**src/rtl/muldiv_unit.sv**
```systemverilog
// RV32M multiply/divide unit: radix-2 iterative, 32 steps per op.
// Sign handling is done on entry (magnitudes) and exit (correction).
module muldiv_unit #(
  parameter int WIDTH = 32
) (
  input  logic             CLK,
  input  logic             RESET,
  input  logic [WIDTH-1:0] DATA1,
  input  logic [WIDTH-1:0] DATA2,
  input  logic [2:0]       FUNC,
  input  logic             START,
  input  logic             FLUSH,
  output logic [WIDTH-1:0] RESULT,
  output logic             BUSY,
  output logic             DONE
);

  localparam int W = WIDTH;

  localparam logic [1:0] S_IDLE = 2'd0;
  localparam logic [1:0] S_CALC = 2'd1;
  localparam logic [1:0] S_FIX  = 2'd2;
  localparam logic [1:0] S_DONE = 2'd3;

  logic [1:0]     state;
  logic [4:0]     cnt;
  logic [2:0]     op;
  logic           qneg;
  logic           rneg;
  logic [W-1:0]   opb;
  logic [2*W-1:0] acc;

  logic           accept;
  logic           a_sgn, b_sgn;
  logic           a_neg, b_neg;
  logic [W-1:0]   a_mag, b_mag;
  logic           dz, ovf;

  logic [W:0]     mul_sum;
  logic [W:0]     div_sh;
  logic [W:0]     div_df;
  logic           div_ge;

  logic [2*W-1:0] prod;
  logic [W-1:0]   quo, rem;
  logic [W-1:0]   sel;

  assign accept = START & ~FLUSH &
                  ((state == S_IDLE) | (state == S_DONE));

  // Div ops: signed when funct3[0]==0; mul ops per funct3 pair.
  assign a_sgn = FUNC[2] ? ~FUNC[0] : (FUNC[1:0] != 2'b11);
  assign b_sgn = FUNC[2] ? ~FUNC[0] : ~FUNC[1];
  assign a_neg = a_sgn & DATA1[W-1];
  assign b_neg = b_sgn & DATA2[W-1];
  assign a_mag = a_neg ? -DATA1 : DATA1;
  assign b_mag = b_neg ? -DATA2 : DATA2;

  assign dz  = FUNC[2] & (DATA2 == '0);
  assign ovf = FUNC[2] & ~FUNC[0] &
               (DATA1 == {1'b1, {(W-1){1'b0}}}) &
               (DATA2 == {W{1'b1}});

  assign mul_sum = {1'b0, acc[2*W-1:W]} +
                   (acc[0] ? {1'b0, opb} : '0);
  assign div_sh  = {acc[2*W-1:W], acc[W-1]};
  assign div_df  = div_sh - {1'b0, opb};
  assign div_ge  = div_sh >= {1'b0, opb};

  assign prod = qneg ? -acc : acc;
  assign quo  = qneg ? -acc[W-1:0] : acc[W-1:0];
  assign rem  = rneg ? -acc[2*W-1:W] : acc[2*W-1:W];

  // Output select from the sign-corrected product/quotient/remainder.
  always_comb begin
    sel = '0;
    unique case (1'b1)
      (op == 3'b000): sel = prod[W-1:0];
      (op[2] == 1'b0 && op != 3'b000): sel = prod[2*W-1:W];
      (op[2] == 1'b1 && op[1] == 1'b0): sel = quo;
      (op[2] == 1'b1 && op[1] == 1'b1): sel = rem;
      default: sel = '0;
    endcase
  end

  assign BUSY = (state == S_CALC) | (state == S_FIX);
  assign DONE = (state == S_DONE);

  // Control FSM and step counter; flush wins over everything.
  always_ff @(posedge CLK or negedge RESET) begin
    if (!RESET) begin
      state <= S_IDLE;
      cnt   <= '0;
    end else if (FLUSH) begin
      state <= S_IDLE;
      cnt   <= '0;
    end else begin
      unique case (state)
        S_IDLE, S_DONE: begin
          cnt <= '0;
          if (START)
            state <= (dz | ovf) ? S_FIX : S_CALC;
          else
            state <= S_IDLE;
        end
        S_CALC: begin
          cnt <= cnt + 5'd1;
          if (cnt == 5'd31)
            state <= S_FIX;
        end
        S_FIX: begin
          state <= S_DONE;
        end
        default: state <= S_IDLE;
      endcase
    end
  end

  // Operand latch on accept, then one shift-add/subtract per CALC cycle.
  always_ff @(posedge CLK or negedge RESET) begin
    if (!RESET) begin
      op   <= '0;
      qneg <= 1'b0;
      rneg <= 1'b0;
      opb  <= '0;
      acc  <= '0;
    end else if (accept) begin
      op <= FUNC;
      if (dz) begin
        qneg <= 1'b0;
        rneg <= 1'b0;
        opb  <= '0;
        acc  <= {DATA1, {W{1'b1}}};
      end else if (ovf) begin
        qneg <= 1'b0;
        rneg <= 1'b0;
        opb  <= '0;
        acc  <= {{W{1'b0}}, 1'b1, {(W-1){1'b0}}};
      end else if (FUNC[2]) begin
        qneg <= a_neg ^ b_neg;
        rneg <= a_neg;
        opb  <= b_mag;
        acc  <= {{W{1'b0}}, a_mag};
      end else begin
        qneg <= a_neg ^ b_neg;
        rneg <= 1'b0;
        opb  <= a_mag;
        acc  <= {{W{1'b0}}, b_mag};
      end
    end else if (!FLUSH && state == S_CALC) begin
      if (op[2]) begin
        if (div_ge)
          acc <= {div_df[W-1:0], acc[W-2:0], 1'b1};
        else
          acc <= {div_sh[W-1:0], acc[W-2:0], 1'b0};
      end else begin
        acc <= {mul_sum, acc[W-1:1]};
      end
    end
  end

  // Result register: loaded only in FIX, held otherwise.
  always_ff @(posedge CLK or negedge RESET) begin
    if (!RESET)
      RESULT <= '0;
    else if (!FLUSH && state == S_FIX)
      RESULT <= sel;
  end

endmodule

```
**config.mk**
```make
export PLATFORM = sky130hd
export DESIGN_NAME = muldiv_unit
export DESIGN_NICKNAME = d
export VERILOG_FILES = /design/src/rtl/muldiv_unit.sv
export SDC_FILE = /design/constraint.sdc
export NUM_CORES = 1
export LEC_CHECK = 0
export BUFFER_PORTS_ARGS = -buffer_cell sky130_fd_sc_hd__buf_4
export CAP_MARGIN = 20
export CORE_UTILIZATION = 45
export CTS_BUF_LIST = sky130_fd_sc_hd__clkbuf_8
export DETAILED_ROUTE_END_ITERATION = 10
export PLACE_DENSITY = 0.65
export SYNTH_ARGS = -nofsm -noshare
export SYNTH_HDL_FRONTEND = slang
export SYNTH_SLANG_ARGS = --single-unit
```
**constraint.sdc**
```tcl
create_clock -name CLK -period 6.4 [get_ports CLK]
set_input_delay 0.96 -clock CLK [delete_from_list [all_inputs] [get_ports CLK]]
set_output_delay 0.96 -clock CLK [all_outputs]
set_load 0.01 [all_outputs]
```
==> impl_metrics.json <==
{
  "wl_met1_mm": 25.2,
  "path_cells": "inv_1, nor2_1, fa_1, a211oi_1, o211ai_1, a311oi_1, o21ba_2, a21oi_1, a41oi_1, xnor2_1, a221oi_1, a31oi_1",
  "finalNetCount": 2160,
  "synth_area_mm2": 0.0150,
  "grt_usage_pct": 35.5,
  "critPathArrivalTime_ns": 4.69,
  "die_x_um": 184,
  "cts-root-buf": "clkbuf_8",
  "wl_met2_mm": 25.6,
  "grt_max_degree": 83,
  "tns_ns": 0,
  "path_clk_slew_ns": 0.09,
  "core_area_mm2": 0.0326,
  "yosys_warnings": 0,
  "slowest_stage": "inv_1",
  "path_buf_inv": 1,
  "path_class": "reg -> reg",
  "fillers": 3233,
  "h-tree-depth": 4,
  "rsz0062_at_grt": "false",
  "hp-class": "in -> async",
  "synth_seq_cells": 140,
  "start_util_pct": 45.9,
  "via_count": 16100,
  "clock_sinks": 140,
  "slew_headroom_pct": 25.0,
  "route.detailed.drc": 0,
  "rows": 66,
  "hpwl_mm": 45.6,
  "clk_path_buf_depth": 2,
  "grt_overflow": 0,
  "min_period_ns": 4.35,
  "finalPower_mw": 10.5,
  "cts_tree": "built",
  "io_pins": 105,
  "multi_input_area_mm2": 0.0107,
  "routabilityCongestion": 1.02,
  "crit_fanout": 25,
  "clk_latency_ns": 0.51,
  "status": "finished clean",
  "fin_crit_sh_pct": 67.9,
  "via_per_inst": 6.52,
  "firstDrtPassIters": 7,
  "crit_required_ns": 6.74,
  "synth_edf_count": 0,
  "ys_dominant_reg_cell": "dfrtp_1",
  "ctsHoldBuffers": 0,
  "syn_area_per_cell_um2": 7.45,
  "powerDensity_mw_per_mm2": 640,
  "drive_gt1_share_pct": 11.2,
  "antenna_found_initial": 2,
  "fin_skew_ns": 0.0152,
  "startpoint_type": "register",
  "ys_seq_area_share_pct": 23.4,
  "cts_setup_buffers": 0,
  "drt_wl_total_mm": 60.2,
  "crit_path_end_kind": "register",
  "drtIter0Drc": 1923,
  "grt_pass1_vias": 14700,
  "ir_worst_vdd_mv": 0.261,
  "seqCellArea_mm2": 0.00351,
  "hold_violations": 0,
  "dieArea_mm2": 0.0340,
  "leakage_nw": 6.71,
  "topRoutingLayerUsed": "met5",
  "path_delay_family": "compound AO/OA/AOI/OAI gates",
  "post-route-util_pct": 50.5,
  "routed-wl-met3_mm": 6.09,
  "grt_pass1_wl_mm": 90.0,
  "async_reset_ff_share_pct": 100,
  "maxCapViolations": 0,
  "cts_buffers": 17,
  "final-setup-viol-count": 0,
  "port-buffer-count": 104,
  "synth_nets": 2157,
  "fmax_mhz": 230,
  "die_y_um": 184,
  "post_cts_resize_count": 0,
  "wl_per_cell_um": 24.4,
  "tightest_slew_ns": 1.12,
  "netlist-cell-type-count": 77,
  "ant_nets": 0,
  "critPathMaxStageDelay_ns": 0.71,
  "finalMaxSlewViolations": 0,
  "area_growth_pct": 9.90,
  "synth_cells": 2010
}
## cell usage in the layout (no fill, tap or decap), types with 6 or more instances in the layout
master,n
buf_4,124
mux2_2,33
nand2b_1,12
a211oi_1,14
nor2b_1,10
nand3_1,39
nor3_1,40
o31ai_1,31
or2_2,11
and3_1,16
a22oi_1,28
nand2_1,212
a221oi_1,17
o211ai_1,28
o21ai_0,176
nand4_1,25
a21oi_1,147
o221ai_1,9
a31oi_1,36
a222oi_1,7
mux2i_1,30
a21o_1,38
inv_1,71
xnor2_1,93
nor2_1,191
or3_1,22
o21bai_1,14
o41ai_1,16
and2_1,9
clkbuf_8,18
o22ai_1,39
a21boi_0,6
dfrtp_1,138
xor2_1,97
ha_1,74
nor4_1,20
o21a_1,13
or4_1,19
## state kept, by name, summed over array words and instances, names as in the netlist
register / count
acc: 64
RESULT: 32
cnt: 5
opb: 32
state: 2
qneg: 1
rneg: 1
op: 3
## layer usage
metal / up-vias / track usage, %
met3: 166 / 8.10
met4: 2 / 18.9
met2: 903 / 52.6
met5: - / 0
li1: 7365 / -
met1: 7674 / 47.6
## logic make-up (layout without fill, tap and decap cells)
| group | count (synthesis) | in the layout | synth area share, % |
|---|---|---|---|
| AOI/OAI and AO/OA | 670 | 670 | 28.5 |
| other | 0 | 1 | 0 |
| and+or+nand+nor | 658 | 658 | 20.6 |
| DFF | 140 | 140 | 23.4 |
| adders and majority gates | 76 | 76 | 6.45 |
| buffers and inverters | 213 | 229 | 5.40 |
| xor gates and xnor gates | 190 | 190 | 11.1 |
| muxes | 63 | 63 | 4.48 |
## metrics by stage
stage               hold WS, ns  setup slack, ns  instance area, um2  std cells
detailed placement        0.472             1.94               16000       2434
CTS                       0.393             2.09               16400       2466
global route              0.397             1.73               16500       2468
finish                    0.391             2.05               16500       2469
floorplan                 0.450             2.82               15000       2010
global placement          0.464             1.96               16000       2434
## synth_stat cells, drive strengths merged (14+ instances only)
library cell  instances  share of area (%)
a31oi                36                1.5
a221oi               18                1.1
o22ai                39                1.6
clkbuf              135                3.4
or4                  20                1.0
nor4                 23                1.0
nand2               213                5.3
nor2                195                4.9
ha                   74                6.2
mux2i                30                2.0
o21bai               14               0.70
a211oi               15               0.78
or3                  25                1.1
nand3                39                1.3
o41ai                16               0.94
xnor2                93                5.4
mux2                 33                2.5
o211ai               28                1.4
a22oi                28                1.4
nand4                25                1.0
dfrtp               140                 23
a21oi               147                4.9
xor2                 97                5.7
a21o                 38                1.9
and3                 16               0.67
o31ai                31                1.6
o21ai               180                6.0
nor3                 40                1.3
inv                  71                1.8
## final cells by class
class | count | share of cell area (%)
diodes | 1 | 0.0152
clock buffers | 18 | 1.50
clock inverters | 14 | 1.38
inverters | 71 | 1.62
multi-input cells | 1657 | 65.0
flip-flops and latches | 140 | 21.3
well taps | 442 | 3.36
repair buffers | 126 | 5.84
## path summary, 6_finish.rpt
path	from	to	slack [ns]	cells after the start
worst max-delay path	acc[0]	acc[55]	2.05	12
worst min-delay path	RESET	RESULT[27]	0.39	1
worst max register to register	acc[0]	acc[55]	2.05	12
worst min register to register	RESULT[23]	RESULT[23]	0.48	2
max in group asynchronous	RESET	qneg	4.80	2
min in group CLK	RESULT[23]	RESULT[23]	0.48	2
## power by group
part	total (mW)	switching [mW]	internal [mW]
clock network	0.906	0.424	0.482
logic	7.61	4.61	3.00
registers	2.02	0.735	1.28
total	10.5	5.77	4.76
Power figures use the tool's default switching activity.
